--- src/rtl/mem_redundancy_bridge_if.sv ---
// MCU async-SRAM bus, banked SRAM bus and error status of the
// redundancy bridge; slave is the bridge, master is its environment.
interface mem_redundancy_bridge_if #(
    parameter int DW    = 16,
    parameter int AW    = 21,
    parameter int NBANK = 2
);
    logic                mcu_cs_n;
    logic                mcu_we_n;
    logic                mcu_oe_n;
    logic [AW-1:0]       mcu_addr;
    logic [DW-1:0]       mcu_dq_i;
    logic [DW-1:0]       mcu_dq_o;
    logic                mcu_dq_oe;
    logic [2:0]          ecc_sel;
    logic [NBANK-1:0]    sram_cs_n;
    logic                sram_we_n;
    logic                sram_oe_n;
    logic [AW-1:0]       sram_addr;
    logic [NBANK*DW-1:0] sram_dq_o;
    logic [NBANK-1:0]    sram_dq_oe;
    logic [NBANK*DW-1:0] sram_dq_i;
    logic                busy;
    logic                err_mismatch;
    logic [7:0]          err_count;
    logic                err_clr;

    modport slave (
        input  mcu_cs_n, mcu_we_n, mcu_oe_n, mcu_addr, mcu_dq_i,
        input  ecc_sel, sram_dq_i, err_clr,
        output mcu_dq_o, mcu_dq_oe, sram_cs_n, sram_we_n, sram_oe_n,
        output sram_addr, sram_dq_o, sram_dq_oe,
        output busy, err_mismatch, err_count
    );

    modport master (
        output mcu_cs_n, mcu_we_n, mcu_oe_n, mcu_addr, mcu_dq_i,
        output ecc_sel, sram_dq_i, err_clr,
        input  mcu_dq_o, mcu_dq_oe, sram_cs_n, sram_we_n, sram_oe_n,
        input  sram_addr, sram_dq_o, sram_dq_oe,
        input  busy, err_mismatch, err_count
    );
endinterface

--- src/rtl/mem_redundancy_bridge.sv ---
// Async MCU SRAM bus to N-bank SRAM bridge with mirror, dual-compare
// and triple-majority redundancy modes plus error accounting.
module mem_redundancy_bridge #(
    parameter int DW    = 16,
    parameter int AW    = 21,
    parameter int NBANK = 2,
    parameter int TACC  = 3
) (
    input logic                    clk,
    input logic                    FAB_RESET_N,
    mem_redundancy_bridge_if.slave bus
);
    localparam int BW = $clog2(NBANK);
    localparam int CW = 4;

    typedef enum logic [2:0] {
        IDLE, WR_SETUP, WR_PULSE, RD_WAIT, RD_CAP, HOLD
    } state_t;

    typedef enum logic [1:0] {
        M_SINGLE, M_MIRROR, M_DUAL, M_TRIPLE
    } mode_t;

    state_t           state_q, state_d;
    logic [CW-1:0]    cnt_q, cnt_d;
    logic [2:0]       sync1_q, sync2_q;
    logic             cs_s, we_s, oe_s;
    logic             start;

    logic [AW-1:0]    addr_q;
    logic [DW-1:0]    wdata_q;
    mode_t            mode_q;
    logic [BW-1:0]    bank_q;
    logic [NBANK-1:0] tgt_q;
    logic             rd_q;
    logic [DW-1:0]    dout_q;
    logic [7:0]       ecnt_q, ecnt_d;
    logic             emm_q, emm_d;

    logic [BW-1:0]    bank_fld, bank_sel;
    logic [NBANK-1:0] one_hot, wr_mask, rd_mask;
    logic [AW-1:0]    addr_in;
    mode_t            mode_in;

    logic [4*DW-1:0]  rd_pad;
    logic [DW-1:0]    d0, d1, d2, maj, res;
    logic             cap, ev, set_mm, act;

    // Strobes are asynchronous to clk; bit order {cs, we, oe}
    always_ff @(posedge clk or negedge FAB_RESET_N) begin
        if (!FAB_RESET_N) begin
            sync1_q <= '1;
            sync2_q <= '1;
        end else begin
            sync1_q <= {bus.mcu_cs_n, bus.mcu_we_n, bus.mcu_oe_n};
            sync2_q <= sync1_q;
        end
    end

    assign cs_s  = sync2_q[2];
    assign we_s  = sync2_q[1];
    assign oe_s  = sync2_q[0];
    assign start = (state_q == IDLE) && !cs_s && (!we_s || !oe_s);

    always_comb begin
        bank_fld = bus.mcu_addr[AW-1 -: BW];
        bank_sel = BW'(int'(bank_fld) % NBANK);
        one_hot  = NBANK'(1) << bank_sel;
        unique case (bus.ecc_sel)
            3'd1:    mode_in = M_MIRROR;
            3'd2:    mode_in = M_DUAL;
            3'd3:    mode_in = (NBANK >= 3) ? M_TRIPLE : M_DUAL;
            default: mode_in = M_SINGLE;
        endcase
        addr_in = bus.mcu_addr;
        wr_mask = '1;
        rd_mask = one_hot;
        unique case (mode_in)
            M_SINGLE: begin
                addr_in[AW-1 -: BW] = '0;
                wr_mask             = one_hot;
            end
            M_MIRROR: rd_mask = NBANK'(1);
            M_DUAL:   rd_mask = NBANK'(3);
            M_TRIPLE: rd_mask = NBANK'(7);
            default:  rd_mask = one_hot;
        endcase
    end

    always_ff @(posedge clk or negedge FAB_RESET_N) begin
        if (!FAB_RESET_N) begin
            state_q <= IDLE;
            cnt_q   <= '0;
        end else begin
            state_q <= state_d;
            cnt_q   <= cnt_d;
        end
    end

    always_comb begin
        state_d = state_q;
        cnt_d   = cnt_q;
        unique case (state_q)
            IDLE: begin
                cnt_d = '0;
                if (!cs_s && !we_s)      state_d = WR_SETUP;
                else if (!cs_s && !oe_s) state_d = RD_WAIT;
            end
            WR_SETUP: begin
                cnt_d   = '0;
                state_d = WR_PULSE;
            end
            WR_PULSE: begin
                if (cnt_q == CW'(TACC - 1)) state_d = HOLD;
                else                        cnt_d   = cnt_q + 1'b1;
            end
            RD_WAIT: begin
                if (cnt_q == CW'(TACC - 1)) state_d = RD_CAP;
                else                        cnt_d   = cnt_q + 1'b1;
            end
            RD_CAP: state_d = HOLD;
            HOLD: begin
                // One access per MCU cycle: wait for cs to deassert
                if (cs_s) state_d = IDLE;
            end
            default: state_d = IDLE;
        endcase
    end

    always_ff @(posedge clk or negedge FAB_RESET_N) begin
        if (!FAB_RESET_N) begin
            addr_q  <= '0;
            wdata_q <= '0;
            mode_q  <= M_SINGLE;
            bank_q  <= '0;
            tgt_q   <= '0;
            rd_q    <= 1'b0;
            dout_q  <= '0;
        end else begin
            if (start) begin
                addr_q  <= addr_in;
                wdata_q <= bus.mcu_dq_i;
                mode_q  <= mode_in;
                bank_q  <= bank_sel;
                rd_q    <= we_s;
                tgt_q   <= we_s ? rd_mask : wr_mask;
            end
            if (cap) dout_q <= res;
        end
    end

    assign cap = (state_q == RD_CAP);

    always_comb begin
        rd_pad                 = '0;
        rd_pad[NBANK*DW-1:0]   = bus.sram_dq_i;
        d0                     = rd_pad[0 +: DW];
        d1                     = rd_pad[DW +: DW];
        d2                     = rd_pad[2*DW +: DW];
        maj                    = (d0 & d1) | (d0 & d2) | (d1 & d2);
        res                    = d0;
        ev                     = 1'b0;
        set_mm                 = 1'b0;
        unique case (mode_q)
            M_SINGLE: res = rd_pad[int'(bank_q)*DW +: DW];
            M_MIRROR: res = d0;
            M_DUAL: begin
                ev     = (d0 != d1);
                set_mm = ev;
            end
            M_TRIPLE: begin
                res = maj;
                ev  = (d0 != d1) || (d1 != d2);
            end
            default: res = d0;
        endcase
    end

    always_comb begin
        ecnt_d = ecnt_q;
        emm_d  = emm_q;
        if (bus.err_clr) begin
            ecnt_d = (cap && ev) ? 8'd1 : 8'd0;
            emm_d  = cap && set_mm;
        end else if (cap && ev) begin
            if (ecnt_q != 8'hFF) ecnt_d = ecnt_q + 8'd1;
            emm_d = emm_q | set_mm;
        end
    end

    always_ff @(posedge clk or negedge FAB_RESET_N) begin
        if (!FAB_RESET_N) begin
            ecnt_q <= '0;
            emm_q  <= 1'b0;
        end else begin
            ecnt_q <= ecnt_d;
            emm_q  <= emm_d;
        end
    end

    assign act = state_q inside {WR_SETUP, WR_PULSE, RD_WAIT, RD_CAP};

    assign bus.sram_cs_n    = act ? ~tgt_q : '1;
    assign bus.sram_we_n    = (state_q != WR_PULSE);
    assign bus.sram_oe_n    = (state_q != RD_WAIT);
    assign bus.sram_addr    = addr_q;
    assign bus.sram_dq_o    = {NBANK{wdata_q}};
    assign bus.sram_dq_oe   = (state_q inside {WR_SETUP, WR_PULSE}) ? tgt_q : '0;
    assign bus.mcu_dq_o     = dout_q;
    assign bus.mcu_dq_oe    = (state_q == HOLD) && rd_q;
    assign bus.busy         = (state_q != IDLE);
    assign bus.err_mismatch = emm_q;
    assign bus.err_count    = ecnt_q;
endmodule

--- src/flat_wrapper.sv ---
// flat-port wrapper written by rule: the top's interface ports become plain ports
module mem_redundancy_bridge_flat 
#(
    parameter int DW    = 16,
    parameter int AW    = 21,
    parameter int NBANK = 2,
    parameter int TACC  = 3
)
  (clk, FAB_RESET_N, bus_mcu_cs_n, bus_mcu_we_n, bus_mcu_oe_n, bus_mcu_addr, bus_mcu_dq_i, bus_ecc_sel, bus_sram_dq_i, bus_err_clr, bus_mcu_dq_o, bus_mcu_dq_oe, bus_sram_cs_n, bus_sram_we_n, bus_sram_oe_n, bus_sram_addr, bus_sram_dq_o, bus_sram_dq_oe, bus_busy, bus_err_mismatch, bus_err_count);
  mem_redundancy_bridge_if #(.DW(DW), .AW(AW), .NBANK(NBANK)) bus_i ();
  input logic clk;
  input logic FAB_RESET_N;
  input wire logic [$bits(bus_i.mcu_cs_n)-1:0] bus_mcu_cs_n;
  input wire logic [$bits(bus_i.mcu_we_n)-1:0] bus_mcu_we_n;
  input wire logic [$bits(bus_i.mcu_oe_n)-1:0] bus_mcu_oe_n;
  input wire logic [$bits(bus_i.mcu_addr)-1:0] bus_mcu_addr;
  input wire logic [$bits(bus_i.mcu_dq_i)-1:0] bus_mcu_dq_i;
  input wire logic [$bits(bus_i.ecc_sel)-1:0] bus_ecc_sel;
  input wire logic [$bits(bus_i.sram_dq_i)-1:0] bus_sram_dq_i;
  input wire logic [$bits(bus_i.err_clr)-1:0] bus_err_clr;
  output wire logic [$bits(bus_i.mcu_dq_o)-1:0] bus_mcu_dq_o;
  output wire logic [$bits(bus_i.mcu_dq_oe)-1:0] bus_mcu_dq_oe;
  output wire logic [$bits(bus_i.sram_cs_n)-1:0] bus_sram_cs_n;
  output wire logic [$bits(bus_i.sram_we_n)-1:0] bus_sram_we_n;
  output wire logic [$bits(bus_i.sram_oe_n)-1:0] bus_sram_oe_n;
  output wire logic [$bits(bus_i.sram_addr)-1:0] bus_sram_addr;
  output wire logic [$bits(bus_i.sram_dq_o)-1:0] bus_sram_dq_o;
  output wire logic [$bits(bus_i.sram_dq_oe)-1:0] bus_sram_dq_oe;
  output wire logic [$bits(bus_i.busy)-1:0] bus_busy;
  output wire logic [$bits(bus_i.err_mismatch)-1:0] bus_err_mismatch;
  output wire logic [$bits(bus_i.err_count)-1:0] bus_err_count;
  assign bus_i.mcu_cs_n = bus_mcu_cs_n;
  assign bus_i.mcu_we_n = bus_mcu_we_n;
  assign bus_i.mcu_oe_n = bus_mcu_oe_n;
  assign bus_i.mcu_addr = bus_mcu_addr;
  assign bus_i.mcu_dq_i = bus_mcu_dq_i;
  assign bus_i.ecc_sel = bus_ecc_sel;
  assign bus_i.sram_dq_i = bus_sram_dq_i;
  assign bus_i.err_clr = bus_err_clr;
  assign bus_mcu_dq_o = bus_i.mcu_dq_o;
  assign bus_mcu_dq_oe = bus_i.mcu_dq_oe;
  assign bus_sram_cs_n = bus_i.sram_cs_n;
  assign bus_sram_we_n = bus_i.sram_we_n;
  assign bus_sram_oe_n = bus_i.sram_oe_n;
  assign bus_sram_addr = bus_i.sram_addr;
  assign bus_sram_dq_o = bus_i.sram_dq_o;
  assign bus_sram_dq_oe = bus_i.sram_dq_oe;
  assign bus_busy = bus_i.busy;
  assign bus_err_mismatch = bus_i.err_mismatch;
  assign bus_err_count = bus_i.err_count;
  mem_redundancy_bridge #(.DW(DW), .AW(AW), .NBANK(NBANK), .TACC(TACC)) u_core (.clk(clk), .FAB_RESET_N(FAB_RESET_N), .bus(bus_i));
endmodule
--- config.mk ---
export PLATFORM = sky130hd
export DESIGN_NAME = mem_redundancy_bridge_flat
export DESIGN_NICKNAME = d
export VERILOG_FILES = /design/src/rtl/mem_redundancy_bridge_if.sv /design/src/rtl/mem_redundancy_bridge.sv /design/src/flat_wrapper.sv
export SDC_FILE = /design/constraint.sdc
export NUM_CORES = 1
export LEC_CHECK = 0
export CORE_AREA = 5 5 123 125
export DETAILED_ROUTE_END_ITERATION = 10
export DIE_AREA = 0 0 128 130
export HOLD_SLACK_MARGIN = 0.1
export PLACE_DENSITY = 0.55
export REMOVE_ABC_BUFFERS = 1
export SYNTH_ARGS = -nofsm -noshare
export SYNTH_HDL_FRONTEND = slang
export SYNTH_SLANG_ARGS = --single-unit
--- constraint.sdc ---
create_clock -name clk -period 2.63 [get_ports clk]
set_input_delay 0.3945 -clock clk [delete_from_list [all_inputs] [get_ports clk]]
set_output_delay 0.3945 -clock clk [all_outputs]
set_load 0.03 [all_outputs]
==> flow_summary.toml <==
[clocking]
cts_resized = 0
cts.htree.levels = 3
cts_setup_buffers = 0
holdBufCountCts = 0
clk_path_buf_depth = 2
insertion_delay_ns = 0.34
clk_pin_slew_worst_paths_ns = 0.06
numCtsBuffers = 9
cts_root_buf = "clkbuf_16"
tritoncts = "yes"
clock_sinks = 81

[placed_design]
gp_congestion = 0.816
dp_worst_setup_slack_ns = -0.0583
dp_hpwl_um = 9240
placedInstanceArea_um2 = 5970
place_inst = 716
io_buffer_count = 163

[drt]
wl_per_cell_um = 16.9
initialDrtViolationCount = 229
route.detailed.drc = 0
viasPerCell = 4.91
ant_nets = 0
vias = 3596
drt_first_pass_iters = 7
wl_um = 12400

[synthesis]
synthCells = 394
yosysWarningCount = 0
avgSynthCellArea_um2 = 10.7
synth_top_cell_by_area = "dfrtp_1"
ys_seq_area_share_pct = 48.4
ys_async_sr_fraction_pct = 100
netlist_area_um2 = 4200
yosysTopAreaCellShare_pct = 44.7
yosysMostFrequentCell = "dfrtp_1"
synth_edf_count = 0
synthDistinctLibCells = 51
ys_ff_latch = 81
ys.flop_type = "dfrtp_1"
synthTopCellsByArea = "dfrtp_1 (45%), mux2_2 (10%), ha_1 (6.6%), a222oi_1 (3.8%), dfstp_2 (3.8%)"
synth_common_cells = "dfrtp_1 (75), mux2_2 (38), nand2_1 (28)"

[final_layout]
fin_nets = 647
area_growth_pct = 49.8
post-route-cell-area_um2 = 6290
post-route-util_pct = 45.7
layout-drive-gt1-share_pct = 16.1
stdcell_count = 732
insertedDiodeCount = 0

[sta]
timing.fmax_ghz = 0.412
hold_viol_final = 0
worst_pin_slew_ns = 1.25
setup_viol = 0
slew_violations = 0
setup_tns_ns = 0
hold_slack_ns = 0.219
fin_crit_sh_pct = 92.3
skew_ns = 0.00691
rsz0062_at_grt = "no"
final.min_clock_period_ns = 2.43
fin_ws_ns = 0.204
relSlewSlack_pct = 16.8

[die]
start_util_pct = 30.5
pin_count = 164
rows = 43
die_h_um = 130
coreArea_um2 = 13800
dieWidth_um = 128
fp.dieArea_um2 = 16600

[setup_path]
required_ns = 2.24
r2r_start = "u_core.mode_q[0]"
reg2reg_to = "u_core.bus.mcu_dq_o[11]"
critPathKind = "flop to output pin"
cp_max_fo = 13
ff2ff_setup_slack_ns = 0.35
worst_ep_arrival_time_ns = 2.03
reg2regPathDepth = 5
start_kind = "flop"
endpoint_kind = "output pin"

[grt]
antenna_found_initial = 0
grt_use_met3_pct = 8.84
overflow = 0
grtUsageMet1_pct = 17.7
grt_max_degree = 79
gr-usage-met2_pct = 23.1
grt_first_pass_wirelength_um = 20100
grt_use_total_pct = 15.1
globalRoute.busiestLayer = "met2"
grt_pass1_vias = 3927

[job]
drv_cap = 0

[power]
ir_drop_mv = 0.709
p_per_area_nw_per_um2 = 1240
power_mw = 7.80
p_leak_nw = 2.64

[hold_path]
hp-class = "input pin to async pin"

[run_status]
status = "completed"
layout make-up:
| class | count | area (µm²) |
|---|---|---|
| tap | 180 | 225 |
| inverter | 27 | 101 |
| clock buffer | 10 | 229 |
| clock inverter | 6 | 91.3 |
| sequential | 81 | 2030 |
| fill | 1354 | 7480 |
| multi-input combinational | 248 | 1840 |
| timing repair buffer | 180 | 1770 |
worst max-delay path by stage:
stage                                          to               from  cells after the start
after floorplan           u_core.bus.err_count[1]  u_core.state_q[1]                      6
after global placement    u_core.bus.err_count[6]   bus_sram_dq_i[8]                      9
after detailed placement  u_core.bus.err_count[5]   bus_sram_dq_i[8]                      9
after CTS                       bus_sram_dq_oe[1]  u_core.state_q[1]                      4
after global routing            bus_sram_dq_oe[1]  u_core.state_q[1]                      4
final                           bus_sram_dq_oe[1]  u_core.state_q[1]                      4
worst max-delay path: stages, from the launching register on:
cell	delay, ns
dfrtp_1	0.65
xnor2_1	0.13
nor2_1	0.11
and2_1	0.14
clkdlybuf4s50_1	0.66
flip-flops by register name, indices dropped and copies added (netlist names), 2 cells and up:
signal and flops:
u_core.bus.sram_addr 21, u_core.bus.mcu_dq_o 16, u_core.wdata_q 16, u_core.bus.err_count 8
u_core.cnt_q 4, u_core.state_q 3, u_core.sync1_q 3, u_core.sync2_q 3
u_core.mode_q 2, u_core.tgt_q 2
routing by layer:
layer,up-vias,wire length (µm)
met5,-,0
met4,0,184
met3,12,1640
met2,150,5410
met1,1727,5140
li1,1707,-
cell usage in the layout (no fill, tap or decap), drive strengths merged, types with 3 or more instances in the layout:
| cell type | netlist | routed |
|---|---|---|
| clkdlybuf4s50 | 0 | 162 |
| dfrtp | 75 | 75 |
| mux2 | 38 | 38 |
| nand2 | 30 | 30 |
| inv | 27 | 28 |
| nor2 | 26 | 26 |
| o21ai | 24 | 24 |
| a21oi | 24 | 24 |
| ha | 22 | 22 |
| buf | 28 | 18 |
| a222oi | 16 | 16 |
| clkbuf | 10 | 10 |
| nor4 | 8 | 8 |
| nand3 | 8 | 8 |
| nor3 | 7 | 7 |
| dfstp | 6 | 6 |
| a21o | 4 | 4 |
| nand2b | 3 | 3 |
| xnor2 | 3 | 3 |
| and2 | 3 | 3 |
| nor2b | 3 | 3 |
| a22o | 3 | 3 |
cell families after synthesis:
logic type	after synthesis	share of synthesized area, %
xor gates and xnor gates	3	0.625
DFF	81	48.4
and+or+nand+nor	97	11.8
AOI/OAI and AO/OA	87	14.4
muxes	39	10.4
adders and majority gates	22	6.55
buffers and inverters	65	7.74
power breakdown:
group          leakage [nW]  switching (mW)  internal (mW)  total, mW
combinational          1.54            2.40           1.91       4.31
sequential            0.955           0.384           1.75       2.14
clock                 0.151           0.521          0.837       1.36
total                  2.64            3.31           4.50       7.80
Note: power is estimated with default switching activity, not from simulation.
